==> src/rtl/wavelet_pe_multisink.sv <==
// wavelet_pe_multisink: per-channel skid FIFOs arbitrated into one registered output-buffer write port (clk, rst, ch_valid/ch_data/ch_len/ch_base_init, base_load/base_advance/offset_rst -> obuff_w_en/addr/data, ch_offset, ch_done, ch_overflow, busy); WAVELET_SINK_RR_ARB_EN selects round-robin over fixed priority
module wavelet_pe_multisink #(
  parameter int INPUT_WIDTH = 32,
  parameter int CHANNELS = 2,
  parameter int OBUFF_CELL_COUNT = 2048,
  parameter int SKID_DEPTH = 2,
  parameter int OBUFF_ADDR_WIDTH = $clog2(OBUFF_CELL_COUNT)
) (
  input  logic                                 clk,
  input  logic                                 rst,
  input  logic [CHANNELS-1:0]                  ch_valid,
  input  logic [CHANNELS*INPUT_WIDTH-1:0]      ch_data,
  input  logic [CHANNELS*OBUFF_ADDR_WIDTH-1:0] ch_len,
  input  logic [CHANNELS*OBUFF_ADDR_WIDTH-1:0] ch_base_init,
  input  logic                                 base_load,
  input  logic                                 base_advance,
  input  logic                                 offset_rst,
  output logic                                 obuff_w_en,
  output logic [OBUFF_ADDR_WIDTH-1:0]          obuff_w_addr,
  output logic [INPUT_WIDTH-1:0]               obuff_w_data,
  output logic [CHANNELS*OBUFF_ADDR_WIDTH-1:0] ch_offset,
  output logic [CHANNELS-1:0]                  ch_done,
  output logic [CHANNELS-1:0]                  ch_overflow,
  output logic                                 busy
);
  localparam int A = OBUFF_ADDR_WIDTH;
  localparam int PW = $clog2(SKID_DEPTH);
  localparam int CW = CHANNELS > 1 ? $clog2(CHANNELS) : 1;
  logic [INPUT_WIDTH-1:0] mem [CHANNELS][SKID_DEPTH];
  logic [PW-1:0] rd_ptr [CHANNELS];
  logic [PW-1:0] wr_ptr [CHANNELS];
  logic [PW:0] cnt [CHANNELS];
  logic [A-1:0] base [CHANNELS];
  logic [A-1:0] off [CHANNELS];
  logic [A-1:0] len [CHANNELS];
  logic [A-1:0] init [CHANNELS];
  logic [CHANNELS-1:0] nonempty, full, pop, push;
  logic sel_vld;
  logic [CW-1:0] sel;
`ifdef WAVELET_SINK_RR_ARB_EN
  logic [CW-1:0] rr_ptr;
`else
  localparam logic [CW-1:0] rr_ptr = '0;
`endif
  for (genvar g = 0; g < CHANNELS; g++) begin : g_ch
    assign len[g] = ch_len[g*A +: A];
    assign init[g] = ch_base_init[g*A +: A];
    assign ch_offset[g*A +: A] = off[g];
    assign nonempty[g] = cnt[g] != '0;
    assign full[g] = cnt[g] == (PW+1)'(SKID_DEPTH);
    assign pop[g] = sel_vld && sel == CW'(g);
    assign push[g] = ch_valid[g] && (!full[g] || pop[g]);
  end
  assign busy = |nonempty;
  // scan from the pointer downwards so the channel nearest the pointer is the last (winning) assignment
  always_comb begin : arb
    int idx;
    idx = 0;
    sel_vld = 1'b0;
    sel = '0;
    for (int k = CHANNELS - 1; k >= 0; k--) begin
      idx = (int'(rr_ptr) + k) % CHANNELS;
      if (nonempty[idx]) begin
        sel_vld = 1'b1;
        sel = CW'(idx);
      end
    end
  end
  always_ff @(posedge clk) begin
    if (rst) begin
      obuff_w_en <= 1'b0;
      obuff_w_addr <= '0;
      obuff_w_data <= '0;
      ch_done <= '0;
      ch_overflow <= '0;
      for (int i = 0; i < CHANNELS; i++) begin
        rd_ptr[i] <= '0;
        wr_ptr[i] <= '0;
        cnt[i] <= '0;
        base[i] <= '0;
        off[i] <= '0;
      end
`ifdef WAVELET_SINK_RR_ARB_EN
      rr_ptr <= '0;
`endif
    end else begin
      obuff_w_en <= sel_vld;
      obuff_w_addr <= sel_vld ? base[sel] + off[sel] : '0;
      obuff_w_data <= sel_vld ? mem[sel][rd_ptr[sel]] : '0;
      for (int i = 0; i < CHANNELS; i++) begin
        if (push[i]) begin
          mem[i][wr_ptr[i]] <= ch_data[i*INPUT_WIDTH +: INPUT_WIDTH];
          wr_ptr[i] <= wr_ptr[i] + 1'b1;
        end
        if (pop[i])
          rd_ptr[i] <= rd_ptr[i] + 1'b1;
        cnt[i] <= cnt[i] + (PW+1)'(push[i]) - (PW+1)'(pop[i]);
        // len of 0 makes len-1 all ones, so the offset wraps at 2^A
        ch_done[i] <= pop[i] && off[i] == len[i] - A'(1);
        if (base_load) begin
          base[i] <= init[i];
          off[i] <= '0;
        end else if (base_advance) begin
          base[i] <= base[i] + len[i];
          off[i] <= '0;
        end else if (offset_rst)
          off[i] <= '0;
        else if (pop[i])
          off[i] <= off[i] == len[i] - A'(1) ? '0 : off[i] + 1'b1;
        if (base_load)
          ch_overflow[i] <= 1'b0;
        else if (ch_valid[i] && full[i] && !pop[i])
          ch_overflow[i] <= 1'b1;
      end
`ifdef WAVELET_SINK_RR_ARB_EN
      if (sel_vld)
        rr_ptr <= sel == CW'(CHANNELS - 1) ? '0 : sel + 1'b1;
`endif
    end
  end
endmodule

==> config.mk <==
export PLATFORM = sky130hd
export DESIGN_NAME = wavelet_pe_multisink
export DESIGN_NICKNAME = d
export VERILOG_FILES = /design/src/rtl/wavelet_pe_multisink.sv
export SDC_FILE = /design/constraint.sdc
export NUM_CORES = 1
export LEC_CHECK = 0
export CORE_MARGIN = 5
export CORE_UTILIZATION = 50
export CTS_BUF_LIST = sky130_fd_sc_hd__clkbuf_8
export DETAILED_ROUTE_END_ITERATION = 10
export GPL_ROUTABILITY_DRIVEN = 1
export PLACE_DENSITY = 0.76
export SYNTH_ARGS = -nofsm -noshare
export SYNTH_HDL_FRONTEND = slang
export SYNTH_SLANG_ARGS = --single-unit
==> constraint.sdc <==
create_clock -name clk -period 4.5 [get_ports clk]
set_clock_uncertainty 0.2 [all_clocks]
set_input_delay 0.9 -clock clk [delete_from_list [all_inputs] [get_ports clk]]
set_output_delay 0.9 -clock clk [all_outputs]
set_load 0.005 [all_outputs]
## Yosys cells after proc, flatten, opt, wreduce, memory -nomap -nowiden

Memory sizes are Yosys's and may differ from the RTL's.
Index checks and enable logic that the tools add are counted.

- $add $sub $neg: 15
- Multipliers: 0
- Div/mod/pow operators: 0
- Magnitude comparators: 5
- Eq/ne operators: 4
- Shift operators: 0
- Mux-type cells: 69
- Bitwise operators: 23
- Reductions and logical operators: 23

Operators with widths:

| kind | count |
|---|---|
| 32-bit 2-to-1 mux | 5 |
| 11-bit 2-to-1 mux | 14 |
| 64-bit 2-to-1 mux | 2 |
| 32-bit demux with 1-bit select | 2 |
| 1-bit 2-to-1 mux | 44 |
| 11-bit adder | 3 |
| 11-bit by 1-bit adder with 11-bit output, second input constant | 2 |
| 11-bit equality test | 2 |
| 11-bit by 1-bit subtractor with 11-bit output, second input constant | 2 |
| 1-bit bitwise OR | 18 |
| 1-bit logical AND | 12 |
| 2-bit greater-or-equal comparator, second input constant | 3 |
| 1-bit inverter with 2-bit output | 3 |
| 2-bit OR reduction | 3 |
| 1-bit adder, second input constant | 4 |
| 2-bit by 1-bit adder with 2-bit output | 2 |
| 2-bit equality test, second input constant | 2 |
| 1-bit zero test | 4 |
| 2-bit by 1-bit less-than comparator with 1-bit output, second input constant | 2 |
| 2-bit 2-to-1 mux | 2 |
| 2-bit nonzero test | 2 |
| 2-bit by 1-bit subtractor with 2-bit output | 2 |
| 1-bit logical OR | 2 |
| 1-bit inverter | 2 |

- Flip-flop bits (word level): 48
- Latch bits: 0
- RAM bits: 180
- ROM bits: 0
- Output and inout bits: 71
- Logic and storage cells: 151
- Memories: 6

Memory list:

| memory | depth | bits a word | rd ports | clocked after memory_dff | wr ports | RTL line | text |
|---|---|---|---|---|---|---|---|
| mem | 2 | 64 | 1 | 0 | 2 | 29 | `logic [INPUT_WIDTH-1:0] mem [CHANNELS][SKID_DEPTH];` |
| base | 2 | 11 | 3 | 0 | 2 | 33 | `logic [A-1:0] base [CHANNELS];` |
| off | 2 | 11 | 3 | 0 | 2 | 34 | `logic [A-1:0] off [CHANNELS];` |
| cnt | 2 | 2 | 2 | 0 | 2 | 32 | `logic [PW:0] cnt [CHANNELS];` |
| rd_ptr | 2 | 1 | 3 | 0 | 2 | 30 | `logic [PW-1:0] rd_ptr [CHANNELS];` |
| wr_ptr | 2 | 1 | 2 | 0 | 2 | 31 | `logic [PW-1:0] wr_ptr [CHANNELS];` |

## Longest topological paths before layout

Gate-level depths: netlist (run 1).
An unclocked memory read counts as a cell.

- Depth in word-level cells: 13
- Gate-level depth with buffers: 14
- Mapped depth without buffers: 13

## Least setup slack after synthesis (run 1)

Ideal clock, no wire load.

- Path kind: input -> register
- Start point: in rst
- End point: mem mem[1][0] (netlist name), enable pin
- Arrival time: 3710 ps
- Required time: 3832 ps
- Setup slack: 122 ps
- Stages on the path: 3
- Cells stage by stage: clkbuf_1 -> clkbuf_1 -> nor3b_1

RTL lines:

| item | RTL line | text |
|---|---|---|
| from (decl) | 10 | `input logic rst,` |
| to (decl) | 29 |  |

==> summary.md, run 1 <==
| Metric | Value |
|---|---|
| Status | `complete, no violations` |
| LEAKAGE | `0.00495 uW` |
| Crit path cell chain | `nor2_1 > o21ai_4 > inv_1 > nand2_1 > nand2_1 > ha_1 > fa_1 > a21oi_1 > o211ai_1 > o41ai_1 > o21ai_0 > xnor2_1 > nor2_1` |
| Share of layout cells above drive strength 1 | `roughly 7.7%` |
| Final Cell Area | `around 0.014 mm^2` |
| Warnings from Yosys | `0` |
| Synth top area share | `49.3%` |
| WL final | `around 26000 um` |
| Net Count, Synth | `around 1100` |
| N_diodes | `0` |
| Endpoints failing setup | `0` |
| Global route overflow | `0` |
| # IOs | `roughly 190` |
| Total chip power | `about 5700 uW` |
| Synthesized area | `0.0107 mm^2` |
| Row Count | `53` |
| Setup TNS | `0 ns` |
| PortBufs | `about 190` |
| Final worst path period need | `3.52 ns` |
| Top post-synthesis cells by area | `edfxtp_1 49%, dfxtp_1 9.7%, a211oi_1 4.6%, ha_1 4.3%, nand2_1 3.5%` |
| Via count | `approximately 7700` |
| Starting density of the core | `slightly above 50%` |
| Post-Synth Adder-Cell Area | `4.88%` |
| Unrepaired setup endpoints after global routing | `false` |
| Required time of the worst setup path | `4.66 ns` |
| Num CTS Buffers | `38` |
| Synth async-reset ratio | `0%` |
| VDD IR max | `around 0.38 mV` |
| # Max-Cap Violations | `0` |
| Placed Instances | `approximately 1300` |
| Largest stage delay on the critical path | `~0.44 ns` |
| CTS H-tree lvls | `2` |
| CP max stage cell | `dfxtp_1` |
| Postcts setup bufs | `0` |
| Post-synth top flop | `edfxtp_1` |
| Pin count of the biggest net entering global routing | `48` |
| Setup crit end kind | `flip-flop` |
| Fin cells | `between 1000 and 1500` |
| Die area | `0.0245 mm^2` |
| Post-CTS resize count | `0` |
| Period utilization | `just under 80%` |
| DP HPWL | `~19000 um` |
| Hold_buf cts | `0` |
| Slew margin rel. | `21.1%` |
| Complex-gate fraction of the synthesized area | `approximately a tenth` |
| Arrival time worst endpoint | `roughly 3.7 ns` |
| Syn Area/Cell | `11.9 um^2` |
| Largest family of logic cells by synthesized area | `simple AND/OR/NAND/NOR gates` |
| # clock sinks | `228` |
| Drt wl/cell | `around 19 um` |
| DP Area | `between 0.01 and 0.015 mm^2` |
| Top cell type by total area after synthesis | `edfxtp_1` |
| Max Clock Freq | `roughly 280 MHz` |
| Cell variety after synth | `59` |
| Mapped Cells | `between 800 and 900` |
| PD cells | `between 400 and 500 mW/mm^2` |
| Die X | `approximately 160 um` |
| Simple-gate share of the synthesized area | `between 10% and 20%` |
| Clk_lat worst skew | `0.54 ns` |
| Iteration count of the initial detailed-routing pass | `5` |
| Worst-path maximum fanout | `15` |
| Worst-path clk slew | `0.07 ns` |
| Sequential-to-total area share from yosys stat | `59.0%` |
| Slew Limit Fails | `0` |
| CTS tree | `yes` |
| # DRC | `0` |
| Number of global-route vias before repair | `around 7700` |
| Routed Antenna Nets | `0` |
| Initial antenna violation count | `1` |
| Final nets | `~1200` |
| Number of enable flip-flop cells after synthesis | `~180` |
| Post-Synth XOR/XNOR Area | `6.13%` |
| First-pass GRT wire length | `between 40000 and 50000 um` |
| Clock Path Buffers | `3` |
| Hold crit path type | `flip-flop to flip-flop` |
| CTS Root Cell | `clkbuf_8` |
| Placer Congestion | `approximately 0.9` |
| Mux contribution to synthesized area | `under 10%` |
| Core Box Area | `0.0211 mm^2` |
| Area delta synth->final | `26.6%` |
| Via density | `5.54` |
| Die Span Y | `around 160 um` |
| Critical path class | `flip-flop to flip-flop` |
| Total Routing Usage GR | `21.4%` |
| Fin. Hold Viols | `0` |
| Initial drt markers | `538` |
| Crit start category | `flip-flop` |
| Post-synthesis register bit count | `228` |
| Tightest Pin Transition | `between 1 and 1.5 ns` |
==> cells by family after synthesis <==
kind of cell	after synthesis
simple gates	299
mux	32
compound gates	162
buf+inv	62
fa+ha+maj	40
flops	228
xor+xnor	75
==> state kept, by name, indices dropped and copies added, names as in the netlist <==
register and cells:
base 22, ch_done 2, ch_overflow 2, cnt 4
mem 128, obuff_w_addr 11, obuff_w_data 32, obuff_w_en 1
off 22, rd_ptr 2, wr_ptr 2
==> layer usage <==
layer  GRT usage (%)  vias up  part of all wire, %
li1                -     3708                    -
met4            7.31        2                  2.8
met5               0        -                0.042
met3            5.12       57                  8.4
met2            34.2      313                   46
met1            29.0     3662                   42
==> cell type report <==
class | instances | area, um^2
inverter | 20 | 75.1
clock buffer | 40 | 551
tap | 275 | 344
clock inverter | 29 | 153
fill | 1618 | 7520
timing repair buffer | 198 | 1950
multi-input combinational | 608 | 4170
sequential | 228 | 6330
==> through the flow <==
step	utilization [%]	worst slack [ns]	hold WS [ns]
finish	64.3	0.977	0.283
global route	64.3	0.729	0.319
CTS	64.3	1.01	0.282
detailed placement	61.0	0.682	0.260
global placement	61.0	0.776	0.243
floorplan	-	0.122	0.255
==> Yosys cell counts, drive strengths merged, types with 2 or more instances <==
cell type and instances:
edfxtp 176, nand2 102, a211oi 68, nor2 60, dfxtp 52, nor2b 41
xor2 41, ha 37, clkbuf 35, xnor2 34, o21ai 33, mux2i 32
nor3 27, nand3 24, inv 20, a21oi 19, o211ai 9, buf 7
a22o 6, nor3b 6, nand2b 5, nand4 5, nor4 5, o41ai 5
a31oi 4, and2 4, or2 4, or3 4, and3 3, fa 3
a2111o 2, a21o 2, and3b 2, and4b 2, nand3b 2, o2111ai 2
o21a 2, o31ai 2
==> power by group <==
group / internal (uW) / switching, uW / total, uW
clock network: 887 / 805 / 1690
registers: 2470 / 134 / 2610
logic: 635 / 729 / 1360
==> final timing paths <==
check | from | end | slack, ns | cells after the start
worst max-delay path | cnt[0][1] | obuff_w_addr[10] | 0.98 | 13
worst min-delay path | ch_overflow[0] | ch_overflow[0] | 0.28 | 1
worst max register to register | cnt[0][1] | obuff_w_addr[10] | 0.98 | 13
worst min register to register | ch_overflow[0] | ch_overflow[0] | 0.28 | 1
==> critical path, delay by kind of cell (launching register included) <==
family	cells	cell delay (ns)
xor gates and xnor gates	1	0.18
and+or+nand+nor	4	0.42
DFF	1	0.44
AOI/OAI and AO/OA	5	1.22
buffers and inverters	1	0.29
adders and majority gates	2	0.62
==> cell usage in the layout (no fill, tap or decap), drive strengths merged, types with 5 or more instances in the layout <==
| master | synthesis | routed |
|---|---|---|
| clkdlybuf4s50 | 0 | 185 |
| edfxtp | 176 | 176 |
| nand2 | 102 | 102 |
| a211oi | 68 | 68 |
| nor2 | 60 | 60 |
| dfxtp | 52 | 52 |
| xor2 | 41 | 41 |
| nor2b | 41 | 41 |
| clkbuf | 35 | 40 |
| ha | 37 | 37 |
| inv | 20 | 37 |
| xnor2 | 34 | 34 |
| o21ai | 33 | 33 |
| mux2i | 32 | 32 |
| nor3 | 27 | 27 |
| nand3 | 24 | 24 |
| a21oi | 19 | 19 |
| buf | 7 | 13 |
| clkinv | 0 | 10 |
| o211ai | 9 | 9 |
| a22o | 6 | 6 |
| nor3b | 6 | 6 |
| nand2b | 5 | 5 |
| o41ai | 5 | 5 |
| nand4 | 5 | 5 |
| nor4 | 5 | 5 |
Power figures use the tool's default switching activity.
==> run 2: changes to the inputs <==
--- a/config.mk
+++ b/config.mk
@@ -6,11 +6,11 @@
 export NUM_CORES = 1
 export LEC_CHECK = 0
 export CORE_MARGIN = 5
-export CORE_UTILIZATION = 50
+export CORE_UTILIZATION = 55
 export CTS_BUF_LIST = sky130_fd_sc_hd__clkbuf_8
 export DETAILED_ROUTE_END_ITERATION = 10
 export GPL_ROUTABILITY_DRIVEN = 1
-export PLACE_DENSITY = 0.76
+export PLACE_DENSITY = 0.8
 export SYNTH_ARGS = -nofsm -noshare
 export SYNTH_HDL_FRONTEND = slang
 export SYNTH_SLANG_ARGS = --single-unit
==> constraint.sdc (replaced) <==
create_clock -name clk -period 3.33 [get_ports clk]
set_clock_uncertainty 0.2 [all_clocks]
set_input_delay 0.666 -clock clk [delete_from_list [all_inputs] [get_ports clk]]
set_output_delay 0.666 -clock clk [all_outputs]
set_load 0.005 [all_outputs]
==> summary.md, run 2 (synthesis results as in run 1) <==
| Metric | Value |
|---|---|
| Status | `complete, no violations` |
| Die X | `150 um` |
| Fill count | `1375` |
| Worst R2R Start | `cnt[0][1]` |
| Multi-input gate area | `around 0.0042 mm^2` |
| LEAKAGE | `~0.0052 uW` |
| N_diodes | `0` |
| Setup TNS | `0 ns` |
| Slew Limit Fails | `0` |
| Hold Path Origin | `ch_overflow[0]` |
| Final nets | `around 1300` |
| Clock Path Buffers | `3` |
| Core Box Area | `between 0.015 and 0.02 mm^2` |
| Required time of the worst setup path | `around 3.5 ns` |
| WL final | `27200 um` |
| Global route overflow | `0` |
| Reg area | `approximately 0.0063 mm^2` |
| Pin count of the biggest net entering global routing | `around 70` |
| Net switching power | `between 2000 and 2500 uW` |
| PD cells | `roughly 570 mW/mm^2` |
| DP HPWL | `around 19000 um` |
| Hold_buf cts | `0` |
| Sw Ratio | `28.8%` |
| Comb pwr share | `24.5%` |
| Tightest Pin Transition | `between 1 and 1.5 ns` |
| Initial drt markers | `around 480` |
| CTS H-tree lvls | `2` |
| CTS tree | `yes` |
| First-pass GRT wire length | `roughly 42000 um` |
| Setup crit end kind | `flip-flop` |
| # IOs | `186` |
| # Max-Cap Violations | `0` |
| Share of layout cells above drive strength 1 | `around 10%` |
| Via density | `around 5.6` |
| Hold crit path type | `flip-flop to flip-flop` |
| Number of global-route vias before repair | `7978` |
| Most frequent cells in the layout | `185 x clkdlybuf4s50_1, 176 x edfxtp_1, 101 x nand2_1, 66 x a211oi_1, 60 x nor2_1` |
| Row Count | `slightly above 50` |
| Fin. Hold Viols | `0` |
| Arrival time worst endpoint | `3.23 ns` |
| Via count | `slightly below 8000` |
| CTS Root Cell | `clkbuf_8` |
| Num CTS Buffers | `38` |
| Routed Antenna Nets | `0` |
| Starting density of the core | `a little under three fifths` |
| Total chip power | `about 8000 uW` |
| Placer Congestion | `~0.93` |
| Critical path startpoint | `cnt[0][1]` |
| # clock sinks | `between 200 and 250` |
| Sequential share of power | `approximately 44%` |
| Critical path class | `flip-flop to flip-flop` |
| Internal power | `around 5700 uW` |
| VDD IR max | `0.439 mV` |
| Worst-path clk slew | `around 0.070 ns` |
| Initial antenna violation count | `0` |
| Most common cell after layout, fill and taps aside | `clkdlybuf4s50_1` |
| Worst-path maximum fanout | `11` |
| # DRC | `0` |
| Area delta synth->final | `29.8%` |
| Worst hold margin | `around 0.26 ns` |
| Crit start category | `flip-flop` |
| Iteration count of the initial detailed-routing pass | `7` |
| Endpoints failing setup | `0` |
| Slew margin rel. | `about 32%` |
| Max Clock Freq | `328 MHz` |
| Period utilization | `91.6%` |
| Drt wl/cell | `just under 20 um` |
| PortBufs | `185` |
| Clock power share | `a little under a third` |
| Die Span Y | `between 100 and 150 um` |
| Final worst path period need | `3.05 ns` |
| Clk_lat worst skew | `0.53 ns` |
| Unrepaired setup endpoints after global routing | `false` |
| Max reg flops | `between 100 and 150` |
| Final core utilization | `between 70 and 80%` |
| Die area | `between 0.02 and 0.025 mm^2` |
| Total Routing Usage GR | `around a quarter` |
[run 2: layout make-up]
class	count	area share [%]
Inverter	20	0.540
Sequential cell	228	45.5
Clock inverter	28	1.48
Multi-Input combinational cell	608	30.2
Timing Repair Buffer	223	15.7
Tap cell	265	2.38
Clock buffer	42	4.16
[run 2: power by group through the flow]
| stage | clock (uW) | combinational [uW] | sequential [uW] |
|---|---|---|---|
| after floorplan | 0 | 1080 | 3500 |
| after detailed placement | 0 | 1940 | 3570 |
| after global routing | 2660 | 2130 | 3540 |
| after global placement | 0 | 1890 | 3560 |
| final | 2490 | 1950 | 3510 |
| after CTS | 2550 | 1950 | 3510 |
[run 2: timing repair]
item / CTS / global route
setup buffers: 0 / 0
gates resized for setup: 0 / 2
setup endpoints to repair: 0 / 3
[run 2: path summary, 6_finish.rpt]
check,to,slack [ns],cells past startpoint
worst max-delay path,obuff_w_addr[10],0.28,13
worst min register to register,ch_overflow[0],0.26,1
worst min-delay path,ch_overflow[0],0.26,1
worst max register to register,obuff_w_addr[10],0.28,13
[run 2: worst max-delay path: stages, from the launching register on]
cell	delay [ns]
dfxtp_1	0.40
nor2_1	0.12
o21ai_4	0.11
inv_1	0.24
nand2_1	0.13
nand2_1	0.06
ha_1	0.23
fa_1	0.41
a21oi_1	0.21
o211ai_1	0.16
o41ai_2	0.28
o21ai_0	0.17
xnor2_1	0.15
nor2_1	0.05
[run 2: layer usage]
layer  global-route usage [%]  wire [um]  part of all wire [%]
met2                     40.1      13300                    49
met1                     32.6      11500                    42
met5                        0          0                     0
met3                     4.15       1870                   6.9
met4                     7.28        581                   2.1
[run 2: per-stage QoR]
stage | setup WS (ns) | std cells | instance area (um^2)
6_report | 0.281 | 1414 | 13900
5_1_grt | 0.0225 | 1414 | 13900
4_1_cts | 0.136 | 1414 | 13900
3_5_place_dp | -0.0201 | 1344 | 13100
3_3_place_gp | 0.0113 | 1344 | 13100
2_1_floorplan | 0.117 | 898 | 10700
==> run 3: changes to the inputs <==
--- a/config.mk
+++ b/config.mk
@@ -6,11 +6,10 @@
 export NUM_CORES = 1
 export LEC_CHECK = 0
 export CORE_MARGIN = 5
-export CORE_UTILIZATION = 55
-export CTS_BUF_LIST = sky130_fd_sc_hd__clkbuf_8
+export CORE_UTILIZATION = 53
 export DETAILED_ROUTE_END_ITERATION = 10
 export GPL_ROUTABILITY_DRIVEN = 1
-export PLACE_DENSITY = 0.8
+export PLACE_DENSITY = 0.77
 export SYNTH_ARGS = -nofsm -noshare
 export SYNTH_HDL_FRONTEND = slang
 export SYNTH_SLANG_ARGS = --single-unit
==> summary.md, run 3 (synthesis results as in run 1) <==
| Metric | Value |
|---|---|
| Number of global-route vias before repair | `roughly 7700` |
| Die Span Y | `approximately 150 um` |
| Initial antenna violation count | `1` |
| Hold Crit Depth | `1` |
| Worst R2R Start | `cnt[0][2]` |
| Total Routing Usage GR | `a little over a fifth` |
| PortBufs | `between 150 and 200` |
| Final Cell Area | `about 0.014 mm^2` |
| Pin count of the biggest net entering global routing | `66` |
| Placer Congestion | `0.937` |
| Pre-CTS worst setup slack | `-0.0658 ns` |
| Area delta synth->final | `29.7%` |
| Crit path cell chain | `o21ai_4 > clkinvlp_4 > nand2_1 > nand2_1 > ha_1 > fa_1 > a21oi_1 > o211ai_1 > o41ai_2 > buf_4 > xor2_1 > nor2_1` |
| Critical path's top delay family | `compound AO/OA/AOI/OAI gates` |
| Iteration count of the initial detailed-routing pass | `5` |
| WL final | `about 26000 um` |
| Via density | `~5.6` |
| Num CTS Buffers | `24` |
| Worst-path clk slew | `0.06 ns` |
| FF-to-FF path depth | `12` |
| FF-to-FF setup slack | `slightly below 0.2 ns` |
| N_diodes | `0` |
| Most frequent cells in the layout | `185 x clkdlybuf4s50_1, 176 x edfxtp_1, 101 x nand2_1, 66 x a211oi_1, 59 x nor2_1` |
| Required time of the worst setup path | `roughly 3.5 ns` |
| Slew Limit Fails | `0` |
| Hold crit path type | `flip-flop to flip-flop` |
| Routed Antenna Nets | `0` |
| Final core utilization | `between 60 and 70%` |
| PD cells | `573 mW/mm^2` |
| Crit start category | `flip-flop` |
| DP Area | `0.0131 mm^2` |
| Clock Path Buffers | `3` |
| DP HPWL | `around 19000 um` |
| Net switching power | `2220 uW` |
| # clock sinks | `228` |
| Setup crit end kind | `flip-flop` |
| Final worst path period need | `3.13 ns` |
| # DRC | `0` |
| Setup WS post-layout | `slightly below 0.2 ns` |
| Sequential share of power | `43.6%` |
| CTS Root Cell | `clkbuf_16` |
| VDD IR max | `between 0.6 and 0.7 mV` |
| Starting density of the core | `approximately 53%` |
| Hold EP | `ch_overflow[0]` |
| Period utilization | `about 94%` |
| Fin. Hold Viols | `0` |
| Critical path class | `flip-flop to flip-flop` |
| # Max-Cap Violations | `0` |
| Via count | `roughly 7800` |
| Arrival time worst endpoint | `around 3.3 ns` |
| Fin cells | `about 1400` |
| Row Count | `52` |
| Comb pwr share | `24.8%` |
| Endpoints failing setup | `0` |
| CTS tree | `yes` |
| Drt wl/cell | `around 19 um` |
| Tightest Pin Transition | `about 0.67 ns` |
| First-pass GRT wire length | `just over 40000 um` |
| Clock power share | `31.6%` |
| Max Clock Freq | `319 MHz` |
| Slew margin rel. | `between 50% and 60%` |
| Initial drt markers | `between 400 and 500` |
| Die area | `about 0.023 mm^2` |
| # IOs | `186` |
| Worst-path maximum fanout | `8` |
| Hold_buf cts | `0` |
| LEAKAGE | `around 0.0051 uW` |
| Hold Path Origin | `ch_overflow[0]` |
| Worst r2r dst | `obuff_w_addr[8]` |
| Final nets | `approximately 1300` |
| Most used cell, CP | `nand2_1` |
| CP max stage cell | `fa_1` |
| Max reg flops | `roughly 130` |
| Most common cell after layout, fill and taps aside | `clkdlybuf4s50_1` |
| Share of layout cells above drive strength 1 | `under 10%` |
| CP Buf/Inv Count | `2` |
| Placed Instances | `approximately 1400` |
| Sw Ratio | `between 20% and 30%` |
| CTS H-tree lvls | `1` |
| Largest stage delay on the critical path | `0.41 ns` |
| Clk_lat worst skew | `0.51 ns` |
| Global route overflow | `0` |
| Core Box Area | `roughly 0.020 mm^2` |
| Status | `complete, no violations` |
| Setup TNS | `0 ns` |
| Internal power | `5740 uW` |
| Die X | `between 150 and 200 um` |
run 3: cell count changes in the layout (fill, tap and decap cells not counted), sizes merged:
cell,delta
buf,+5
clkinv,+8
bufinv,-2
inv,-21
clkinvlp,-2
clkbuf,-9
run 3: stage by stage:
stage	power [uW]	hold slack, ns
final	7970	0.264
after global routing	8340	0.291
after CTS	7980	0.266
after detailed placement	5460	0.247
after global placement	5430	0.247
after floorplan	4580	0.255
run 3: layout make-up:
cell class | count | area (um^2)
clock buffer | 33 | 666
tap | 270 | 338
fill | 1427 | 6200
inverter | 20 | 78.8
multi-input combinational | 608 | 4210
clock inverter | 11 | 83.8
sequential | 228 | 6330
timing repair buffer | 228 | 2200
run 3: per-layer routing:
metal  vias up  global-route usage (%)  wire length [um]
li1       3740                       -                 -
met1      3682                    29.1             10800
met2       283                    37.0             12600
met3        52                    4.94              1900
met4         2                    5.14               618
met5         -                       0                 7
run 3: what timing repair did:
action,in CTS,in global routing
buffers inserted,0,4
resized for setup,0,4
setup endpoints to repair,0,3
endpoints found under the hold margin,0,0
run 3: worst max path at each step:
stage,start,to,slack [ns],cells after the start
finish,cnt[0][2],obuff_w_addr[8],0.20,12
global route,cnt[0][1],obuff_w_addr[8],-0.02,13
CTS,cnt[0][1],obuff_w_addr[10],0.06,13
detailed placement,ch_len[0],base[0][10],-0.07,9
global placement,ch_len[0],base[0][10],0.02,9
floorplan,cnt[0][1],obuff_w_addr[10],0.12,14
run 3: power groups by stage:
stage | Sequential, uW | Clock (uW) | Combinational [uW]
after floorplan | 3500 | 0 | 1080
after global placement | 3520 | 0 | 1910
after detailed placement | 3530 | 0 | 1940
after CTS | 3470 | 2560 | 1950
after global routing | 3490 | 2680 | 2170
final | 3470 | 2520 | 1980
run 3: worst register-to-register path, delay by kind of cell (launching register included):
family                     cells  cell delay (ns)
and+or+nand+nor                3             0.28
DFF                            1             0.36
adders and majority gates      2             0.65
xor gates and xnor gates       1             0.14
AOI/OAI and AO/OA              4             0.94
buffers and inverters          2             0.41
